===== src/rtl/facedet_pkg.sv =====
// Shared widths, FSM/corner enums and the rectangle payload for the integral-image readers.
package facedet_pkg;

    localparam int unsigned DATA_W  = 32;
    localparam int unsigned ADDR_W  = 17;
    localparam int unsigned COORD_W = 16;
    localparam int unsigned TILE_W  = 32;

    typedef enum logic [1:0] {
        ST_IDLE,
        ST_FETCH,
        ST_DRAIN,
        ST_RESP
    } state_e;

    // Fetch order is the enum order: D first, A last.
    typedef enum logic [1:0] {
        CRN_D,
        CRN_B,
        CRN_C,
        CRN_A
    } corner_e;

    typedef struct packed {
        logic [COORD_W-1:0] x;
        logic [COORD_W-1:0] y;
        logic [COORD_W-1:0] w;
        logic [COORD_W-1:0] h;
    } rect_t;

    // B and C are subtracted, D and A are added.
    function automatic logic corner_negative(input corner_e c);
        return (c == CRN_B) || (c == CRN_C);
    endfunction

endpackage


===== src/rtl/rect_addr_gen.sv =====
// Maps one rectangle corner to its row-major tile address; flags corners that lie outside the tile.
module rect_addr_gen
    import facedet_pkg::*;
#(
    parameter int unsigned AW = ADDR_W
) (
    input  corner_e             corner_i,
    input  rect_t               rect_i,
    input  logic [TILE_W-1:0]   tile_size_i,
    output logic [AW-1:0]       addr_c_o,
    output logic                skip_c_o
);

    localparam int unsigned EW = COORD_W + 1;

    logic [EW-1:0] far_row;
    logic [EW-1:0] far_col;
    logic [EW-1:0] near_row;
    logic [EW-1:0] near_col;
    logic [EW-1:0] row;
    logic [EW-1:0] col;

    assign far_row  = EW'(rect_i.y) + EW'(rect_i.h) - EW'(1);
    assign far_col  = EW'(rect_i.x) + EW'(rect_i.w) - EW'(1);
    assign near_row = EW'(rect_i.y) - EW'(1);
    assign near_col = EW'(rect_i.x) - EW'(1);

    // Near row/column wrap when y or x is 0; such corners are skipped, so the address is don't-care.
    always_comb begin
        row      = far_row;
        col      = far_col;
        skip_c_o = 1'b0;
        case (corner_i)
            CRN_D: begin
                row = far_row;
                col = far_col;
            end
            CRN_B: begin
                row      = near_row;
                col      = far_col;
                skip_c_o = (rect_i.y == '0);
            end
            CRN_C: begin
                row      = far_row;
                col      = near_col;
                skip_c_o = (rect_i.x == '0);
            end
            CRN_A: begin
                row      = near_row;
                col      = near_col;
                skip_c_o = (rect_i.x == '0) || (rect_i.y == '0);
            end
        endcase
        addr_c_o = AW'(TILE_W'(row) * tile_size_i + TILE_W'(col));
    end

endmodule


===== src/rtl/rect_sum_reader.sv =====
// Rectangle pixel sum from an integral-image tile: reads up to four corners and returns D-B-C+A.
module rect_sum_reader
    import facedet_pkg::*;
#(
    parameter int unsigned DATA_W = facedet_pkg::DATA_W,
    parameter int unsigned ADDR_W = facedet_pkg::ADDR_W
) (
    input  logic                clk,
    input  logic                reset,
    input  logic [TILE_W-1:0]   tile_size,
    input  logic                req_valid,
    output logic                req_ready,
    input  logic [COORD_W-1:0]  req_x,
    input  logic [COORD_W-1:0]  req_y,
    input  logic [COORD_W-1:0]  req_w,
    input  logic [COORD_W-1:0]  req_h,
    output logic                mem_en,
    output logic [ADDR_W-1:0]   mem_addr,
    input  logic [DATA_W-1:0]   mem_rdata,
    output logic                rsp_valid,
    input  logic                rsp_ready,
    output logic [DATA_W-1:0]   rsp_sum,
    output logic                rsp_err
);

    localparam int unsigned EW = COORD_W + 1;

    state_e              state_q;
    rect_t               rect_q;
    logic [TILE_W-1:0]   tile_q;
    logic [2:0]          pend_q;
    logic                req_ready_q;
    logic                mem_en_q;
    logic                mem_neg_q;
    logic [ADDR_W-1:0]   mem_addr_q;
    logic                rd_pend_q;
    logic                rd_neg_q;
    logic [DATA_W-1:0]   acc_q;
    logic                rsp_valid_q;
    logic [DATA_W-1:0]   rsp_sum_q;
    logic                rsp_err_q;

    rect_t               req_rect_c;
    rect_t               gen_rect_c;
    logic [TILE_W-1:0]   gen_tile_c;
    logic [ADDR_W-1:0]   crn_addr_c [4];
    logic [3:0]          crn_skip_c;
    logic                accept_c;
    logic                req_err_c;
    logic [EW-1:0]       x_end_c;
    logic [EW-1:0]       y_end_c;
    logic [1:0]          nxt_idx_c;
    logic [2:0]          pend_clr_c;
    logic [DATA_W-1:0]   acc_upd_c;

    assign req_rect_c = '{x: req_x, y: req_y, w: req_w, h: req_h};
    assign accept_c   = req_valid && req_ready_q;

    // In IDLE the generators see the live request so the D read can issue on the accept edge.
    assign gen_rect_c = (state_q == ST_IDLE) ? req_rect_c : rect_q;
    assign gen_tile_c = (state_q == ST_IDLE) ? tile_size  : tile_q;

    assign x_end_c   = EW'(req_x) + EW'(req_w);
    assign y_end_c   = EW'(req_y) + EW'(req_h);
    assign req_err_c = (req_w == '0) || (req_h == '0) ||
                       (TILE_W'(x_end_c) > tile_size) || (TILE_W'(y_end_c) > tile_size);

    for (genvar k = 0; k < 4; k++) begin : g_corner
        rect_addr_gen #(
            .AW          (ADDR_W)
        ) u_addr_gen (
            .corner_i    (corner_e'(2'(k))),
            .rect_i      (gen_rect_c),
            .tile_size_i (gen_tile_c),
            .addr_c_o    (crn_addr_c[k]),
            .skip_c_o    (crn_skip_c[k])
        );
    end

    // pend_q bit 0/1/2 = B/C/A still to be read; pick the first in fetch order.
    always_comb begin
        nxt_idx_c  = 2'd3;
        pend_clr_c = 3'b100;
        if (pend_q[0]) begin
            nxt_idx_c  = 2'd1;
            pend_clr_c = 3'b001;
        end else if (pend_q[1]) begin
            nxt_idx_c  = 2'd2;
            pend_clr_c = 3'b010;
        end
    end

    always_comb begin
        acc_upd_c = acc_q;
        if (rd_pend_q) begin
            acc_upd_c = rd_neg_q ? (acc_q - mem_rdata) : (acc_q + mem_rdata);
        end
    end

    always_ff @(posedge clk) begin
        if (reset) begin
            state_q     <= ST_IDLE;
            rect_q      <= '0;
            tile_q      <= '0;
            pend_q      <= '0;
            req_ready_q <= 1'b0;
            mem_en_q    <= 1'b0;
            mem_neg_q   <= 1'b0;
            mem_addr_q  <= '0;
            rd_pend_q   <= 1'b0;
            rd_neg_q    <= 1'b0;
            acc_q       <= '0;
            rsp_valid_q <= 1'b0;
            rsp_sum_q   <= '0;
            rsp_err_q   <= 1'b0;
        end else begin
            rd_pend_q <= mem_en_q;
            rd_neg_q  <= mem_neg_q;
            acc_q     <= acc_upd_c;
            case (state_q)
                ST_IDLE: begin
                    req_ready_q <= 1'b1;
                    if (accept_c) begin
                        req_ready_q <= 1'b0;
                        rect_q      <= req_rect_c;
                        tile_q      <= tile_size;
                        acc_q       <= '0;
                        if (req_err_c) begin
                            state_q     <= ST_RESP;
                            rsp_valid_q <= 1'b1;
                            rsp_err_q   <= 1'b1;
                            rsp_sum_q   <= '0;
                        end else begin
                            state_q    <= ST_FETCH;
                            mem_en_q   <= !crn_skip_c[0];
                            mem_addr_q <= crn_addr_c[0];
                            mem_neg_q  <= corner_negative(CRN_D);
                            pend_q     <= ~crn_skip_c[3:1];
                        end
                    end
                end
                ST_FETCH: begin
                    if (pend_q != '0) begin
                        mem_en_q   <= 1'b1;
                        mem_addr_q <= crn_addr_c[nxt_idx_c];
                        mem_neg_q  <= corner_negative(corner_e'(nxt_idx_c));
                        pend_q     <= pend_q & ~pend_clr_c;
                    end else begin
                        mem_en_q <= 1'b0;
                        state_q  <= ST_DRAIN;
                    end
                end
                ST_DRAIN: begin
                    state_q     <= ST_RESP;
                    rsp_valid_q <= 1'b1;
                    rsp_err_q   <= 1'b0;
                    rsp_sum_q   <= acc_upd_c;
                end
                ST_RESP: begin
                    if (rsp_ready) begin
                        rsp_valid_q <= 1'b0;
                        req_ready_q <= 1'b1;
                        state_q     <= ST_IDLE;
                    end
                end
            endcase
        end
    end

    assign req_ready = req_ready_q;
    assign mem_en    = mem_en_q;
    assign mem_addr  = mem_addr_q;
    assign rsp_valid = rsp_valid_q;
    assign rsp_sum   = rsp_sum_q;
    assign rsp_err   = rsp_err_q;

endmodule


===== config.mk =====
export PLATFORM = sky130hd
export DESIGN_NAME = rect_sum_reader
export DESIGN_NICKNAME = d
export VERILOG_FILES = /design/src/rtl/facedet_pkg.sv /design/src/rtl/rect_addr_gen.sv /design/src/rtl/rect_sum_reader.sv
export SDC_FILE = /design/constraint.sdc
export NUM_CORES = 2
export LEC_CHECK = 0
export BUFFER_PORTS_ARGS = -buffer_cell sky130_fd_sc_hd__buf_2
export CAP_MARGIN = 20
export CORE_MARGIN = 4
export CORE_UTILIZATION = 58
export CTS_BUF_LIST = sky130_fd_sc_hd__clkbuf_8
export DETAILED_ROUTE_END_ITERATION = 8
export GPL_ROUTABILITY_DRIVEN = 1
export PLACE_DENSITY = 0.9
export SYNTH_ARGS = -nofsm -noshare
export SYNTH_HDL_FRONTEND = slang
export SYNTH_SLANG_ARGS = --single-unit

===== constraint.sdc =====
create_clock -name clk -period 11.9 [get_ports clk]
set_clock_uncertainty 0.05 [all_clocks]
set_input_delay 1.19 -clock clk [delete_from_list [all_inputs] [get_ports clk]]
set_output_delay 1.19 -clock clk [all_outputs]
set_load 0.01 [all_outputs]

# ---- After elaboration in Yosys (flattened, before gate mapping)
# Index checks and enable logic that the tools add are counted.
dict set report totals {
  reg_bits 189
  inputBits 132
  output_inout_bits 53
  word_cells 119
}
dict set report op_classes {
  addsub 14
  n_mul 2
  magnitude_cmp 3
  n_eq_ne 11
  muxes 45
  n_bitwise 4
  reduce_logical 23
}
# op n
set ops {}
lappend ops {{2-to-1 mux 32 bit} 7}
lappend ops {{2-to-1 mux 17 bit} 5}
lappend ops {{adder 16 x 16 -> 17 bit} 4}
lappend ops {{adder 17 bit} 4}
lappend ops {{greater-than comparator 17 x 32 -> 1 bit} 2}
lappend ops {{logical NOT 16 bit} 4}
lappend ops {{multiplier 17 x 32 -> 17 bit} 2}
lappend ops {{2-to-1 mux 64 bit} 1}
lappend ops {{case mux 32 bit (2 select lines)} 1}
lappend ops {{binary-select mux 17 bit (select 2 bit)} 1}
lappend ops {{case mux 17 bit (2 select lines)} 1}
lappend ops {{subtractor 16 x 1 -> 17 bit (second input constant)} 2}
lappend ops {{subtractor 17 x 1 -> 17 bit (second input constant)} 2}
lappend ops {{adder 32 bit} 1}
lappend ops {{subtractor 32 bit} 1}
lappend ops {{2-to-1 mux 3 bit} 5}
lappend ops {{2-to-1 mux 1 bit} 12}
lappend ops {{inequality test 2 bit (second input constant)} 6}
lappend ops {{2-to-1 mux 2 bit} 5}
lappend ops {{AND reduction 3 bit} 3}
lappend ops {{case mux 1 bit (2 select lines)} 4}
lappend ops {{case mux 2 bit (4 select lines)} 1}
lappend ops {{AND reduction 4 bit} 2}
lappend ops {{equality test 2 bit (second input constant)} 3}
lappend ops {{other kinds (13)} 23}

# ---- Logic depth before layout (Yosys ltp)
dict set report logic_depth {
  word_depth 11
  mapped_depth 50
  depth_no_buf 40
}

# ---- Cells and area by module
# A second synthesis with hierarchy kept.
dict set report hier_totals {
  hier_cells 5671
  hier_area_um2 44178.6
}
# mod instances cells_per_inst area_per_inst_um2 seq_area_each_um2
set by_module_without_submodules {}
lappend by_module_without_submodules {rect_sum_reader 1 1639 13040.0 3783.6}
lappend by_module_without_submodules {{rect_addr_gen (g_corner[0].u_addr_gen)} 1 1014 7813.7 0.0}
lappend by_module_without_submodules {{rect_addr_gen (g_corner[3].u_addr_gen)} 1 1006 7813.7 0.0}
lappend by_module_without_submodules {{rect_addr_gen (g_corner[1].u_addr_gen)} 1 1004 7761.2 0.0}
lappend by_module_without_submodules {{rect_addr_gen (g_corner[2].u_addr_gen)} 1 1008 7749.9 0.0}

# ---- Worst setup path after synthesis
# No wires, ideal clock.
dict set report synth_path {
  path_kind {register to register}
  startpoint {reg state_q[0]}
  endpoint {reg mem_addr_q[16], in the netlist mem_addr[16]}
  setup_time_ps 86
  arrival_ps 11716
  required_time_ps 11764
  slack_ps 48
  stages_incl_launch_ff 49
  period_less_slack_ps 11852
  path_cell_list {dfxtp_1 -> inv_1 -> ha_1 -> buf_6 -> buf_12 -> buf_8 -> buf_6 -> buf_8 -> buf_8 -> buf_4 -> buf_1 -> clkbuf_1 -> clkbuf_1 -> buf_1 -> mux2i_1 -> ha_1 -> inv_1 -> ha_1 -> [13 not listed] -> inv_1 -> fa_1 -> inv_1 -> ha_1 -> nand3_1 -> nor2_1 -> a2111oi_0 -> xnor2_1 -> ha_1 -> a21o_1 -> a31o_2 -> a21oi_1 -> maj3_2 -> xnor2_2 -> nor4b_1 -> a21oi_1 -> a31o_2 -> a221oi_2}
}
dict set report synth_via {
  elab_chain_cells 11
  word_cells_on_any_way 28
  cone_classes {add/sub (10); mul (2); eq/ne (4); mux (9); reduce/logical (3)}
}
# element line_no
set synth_lines {}
lappend synth_lines {{start: declaration} rect_sum_reader.sv:28} ;# state_e state_q;
lappend synth_lines {{start signal: assignment} rect_sum_reader.sv:102} ;# state_q <= ST_IDLE;
lappend synth_lines {{start signal: assignment} rect_sum_reader.sv:129} ;# state_q <= ST_RESP;
lappend synth_lines {{start signal: assignment} rect_sum_reader.sv:134} ;# state_q <= ST_FETCH;
lappend synth_lines {{logical NOT 2 bit} {rect_sum_reader.sv:60, rect_sum_reader.sv:61, rect_sum_reader.sv:120}}
lappend synth_lines {{2-to-1 mux 64 bit} rect_sum_reader.sv:60} ;# assign gen_rect_c = (state_q == ST_IDLE) ? req_rect_c : rect_q;
lappend synth_lines {{adder 16 x 16 -> 17 bit} n/a}
lappend synth_lines {{subtractor 17 x 1 -> 17 bit} rect_addr_gen.sv:23} ;# assign far_row = EW'(rect_i.y) + EW'(rect_i.h) - EW'(1);
lappend synth_lines {{multiplier 17 x 32 -> 17 bit} rect_addr_gen.sv:54} ;# addr_c_o = AW'(TILE_W'(row) * tile_size_i + TILE_W'(col));
lappend synth_lines {{adder 17 bit} rect_addr_gen.sv:54}
lappend synth_lines {{binary-select mux 17 bit (select 2 bit)} rect_sum_reader.sv:145} ;# mem_addr_q <= crn_addr_c[nxt_idx_c];
lappend synth_lines {{2-to-1 mux 17 bit (not written as such) (2 in a row)} rect_sum_reader.sv:145}
lappend synth_lines {{2-to-1 mux 17 bit} rect_sum_reader.sv:143} ;# if (pend_q != '0) begin
lappend synth_lines {{case mux 17 bit (2 select lines)} rect_sum_reader.sv:120} ;# case (state_q)
lappend synth_lines {{end signal: assignment} rect_sum_reader.sv:136} ;# mem_addr_q <= crn_addr_c[0];
lappend synth_lines {{end signal: assignment} rect_sum_reader.sv:145}
lappend synth_lines {{end: declaration} rect_sum_reader.sv:35} ;# logic [ADDR_W-1:0] mem_addr_q;
# Parallel ways exist; a longest one is shown, timed or not. The select of a mux whose other input is x is not followed.
# A chain may end at the register's enable or synchronous reset.

# ---- Worst setup path in the final report
# Same ends and word-level chain as after synthesis.

==> metrics.cfg <==
[yosys]
synth_common_cells=inv_1, nand2_1, ha_1
netlist_area_um2=26400
synth_edf_count=0
synth_fa_ha_area_frac=0.305
synth.most_common_cell=inv_1
synthArstFlopShare=0
synth_top_family_by_area=adder cells
syn_inst=3337
synth.area.top_cells=ha_1, fa_1, dfxtp_1
ys_seq_area_frac=0.132
synthFlopType=dfxtp_1
ys_warn_count=0
synth_compound_area_frac=0.152
yosysUniqueCellTypes=104
synthMuxAreaShare=0.0491
yosysTopAreaCellShare=0.155
synth_nets=3994
synth_top_area_cell=ha_1
syn_avg_cell_area_um2=7.92
yosys.area_share.simple=0.184
ys_ff_latch=174
synthXorXnorAreaFrac=0.0962

[grt]
grt_first_pass_wirelength_um=119000
gr-total-overflow=0
grt_max_degree=86
grtUsageTotal=0.297
antenna_found_initial=0
first_global_vias=23524

[worst_setup_path]
critPathMaxFanout=17
start_kind=flop
r2r_end=mem_addr[16]$_SDFFE_PP0P_
max_stage_delay_ps=660
crit_type=flop to flop
r2r_start=state_q[0]$_SDFFE_PP0P_
cp.required_ps=12350
reg2reg_setup_slack_ps=900
crit_end=mem_addr[16]$_SDFFE_PP0P_
worst-endpoint-arrival_ps=11450
slowest_stage=xor2_1
cp-startpoint=state_q[0]$_SDFFE_PP0P_
reg2reg_depth=38
critPathCaptureType=flop

[clock_network]
cts_resized=0
htree_levels=4
hold_buffers=0
cts_tree=done
clock_sinks=174
cts-root-buf=clkbuf_8
clockBufferDepth=2
clk-insertion-delay-late_ps=580
numCtsBuffers=17
clk_pin_slew_ps=100
cts.repair_timing.setup_buffer_count=0

[sta]
tightest_slew_ps=1080
finalSetupViolCount=0
drv_slew=0
fin_setup_tns_ps=0
setup_slack_ps=897
hold_viol_final=0
min_period_over_period=0.925
period_minus_slack_ps=11000
maxSlewHeadroom=0.281
max_freq_ghz=0.0909
grt_setup_unrepaired=false

[routing]
drt-initial-drc-count=2260
ant_nets=0
vias=24387
met1_length_um=29400
met2_length_um=33400
drc=0
wl_per_cell_um=18.5
routed_wl_um=75000
route.met3.wl_um=7550
dr.pass1.iters=5
via_per_inst=6.01
top_layer=met4

[finish]
final_nets=4109
syn2layout_area_growth_pct=6.84
nFillCells=3584
layoutNonFillerInstCount=4057
num_antenna_cells=0
drive_above_1_share=0.0944

[die]
core_um2=44600
initial_core_util=0.592
die_w_um=221
die_area_um2=49000
rows=77
die_y_um=221
ios=185

[job]
drv_cap=0

[placed_design]
hpwl_um=59700
port_buffers=184
gp_congestion=0.995
dp.cells=4025
pre_cts_slack_ps=580

[outcome]
outcome=finished clean

[hold_path]
hold_class=flop to flop

==> registers in the layout, indices dropped and copies added, names as in the netlist, 2 cells and up <==
register / flops
rsp_sum: 32
mem_addr: 17
state_q: 2
rect_q: 64
tile_q: 17
acc_q: 32
pend_q: 3
==> worst max-delay path, delay by kind of cell (launching register included) <==
kind	cells	cell delay (ps)
compound gates	10	2340
xor+xnor	3	1200
fa+ha+maj	13	5330
buf+inv	7	740
flops	1	350
mux	1	370
simple gates	4	550
==> routing by layer <==
metal / GRT usage / up-vias
met2: 0.479 / 1285
met4: 0.161 / 0
met3: 0.0688 / 302
met1: 0.370 / 11424
met5: 0 / -
li1: - / 11376
==> per-stage QoR <==
stage,hold WS (ps),area [um^2],utilization
finish,404,28200,0.633
global placement,387,27800,0.624
CTS,408,28200,0.633
floorplan,382,26400,-
detailed placement,396,27800,0.624
global route,420,28200,0.633
==> placed cells by master, fill, tap and decap left out, types with 19 or more instances in the layout <==
cell and n:
nand2_1 363, nor4_1 25, inv_1 432, o21bai_1 41
nor2b_1 49, nor3_1 71, o21a_1 19, buf_2 183
nand2b_1 58, ha_1 327, a21o_1 58, nand3_1 31
mux2_2 24, buf_4 33, dfxtp_1 174, nor2_1 327
o21ai_0 87, mux2i_1 89, xor2_1 66, a21oi_1 282
fa_1 197, a211oi_1 30, xnor2_1 192
==> logic make-up after synthesis <==
group	after synthesis
compound gates	643
fa+ha+maj	527
mux	122
buf+inv	553
flops	174
xor+xnor	271
simple gates	1047
==> worst min path at each step <==
stage	start	endpoint	slack [ps]	depth (start not counted)
floorplan	mem_neg_q$_SDFFE_PP0P_	mem_neg_q$_SDFFE_PP0P_	380	2
global placement	rsp_sum[16]$_SDFFE_PP0P_	rsp_sum[16]$_SDFFE_PP0P_	390	2
detailed placement	mem_neg_q$_SDFFE_PP0P_	mem_neg_q$_SDFFE_PP0P_	400	2
CTS	mem_addr[9]$_SDFFE_PP0P_	mem_addr[9]$_SDFFE_PP0P_	410	2
global route	rect_q[12]$_SDFFE_PP0P_	rect_q[12]$_SDFFE_PP0P_	420	2
finish	mem_addr[9]$_SDFFE_PP0P_	mem_addr[9]$_SDFFE_PP0P_	400	2
==> area by class of cell <==
cell class	count	area [um^2]	share of cell area
clock inverter	15	158	0.00559
multi-input combinational	2610	20800	0.738
sequential	174	3480	0.123
inverter	433	1630	0.0576
tap	592	741	0.0262
clock buffer	17	234	0.00829
timing repair buffer	216	1160	0.0412
Power is left out: the tool's default activity adds up to more than one toggle a clock period on the data nets, which glitch-free logic cannot reach.
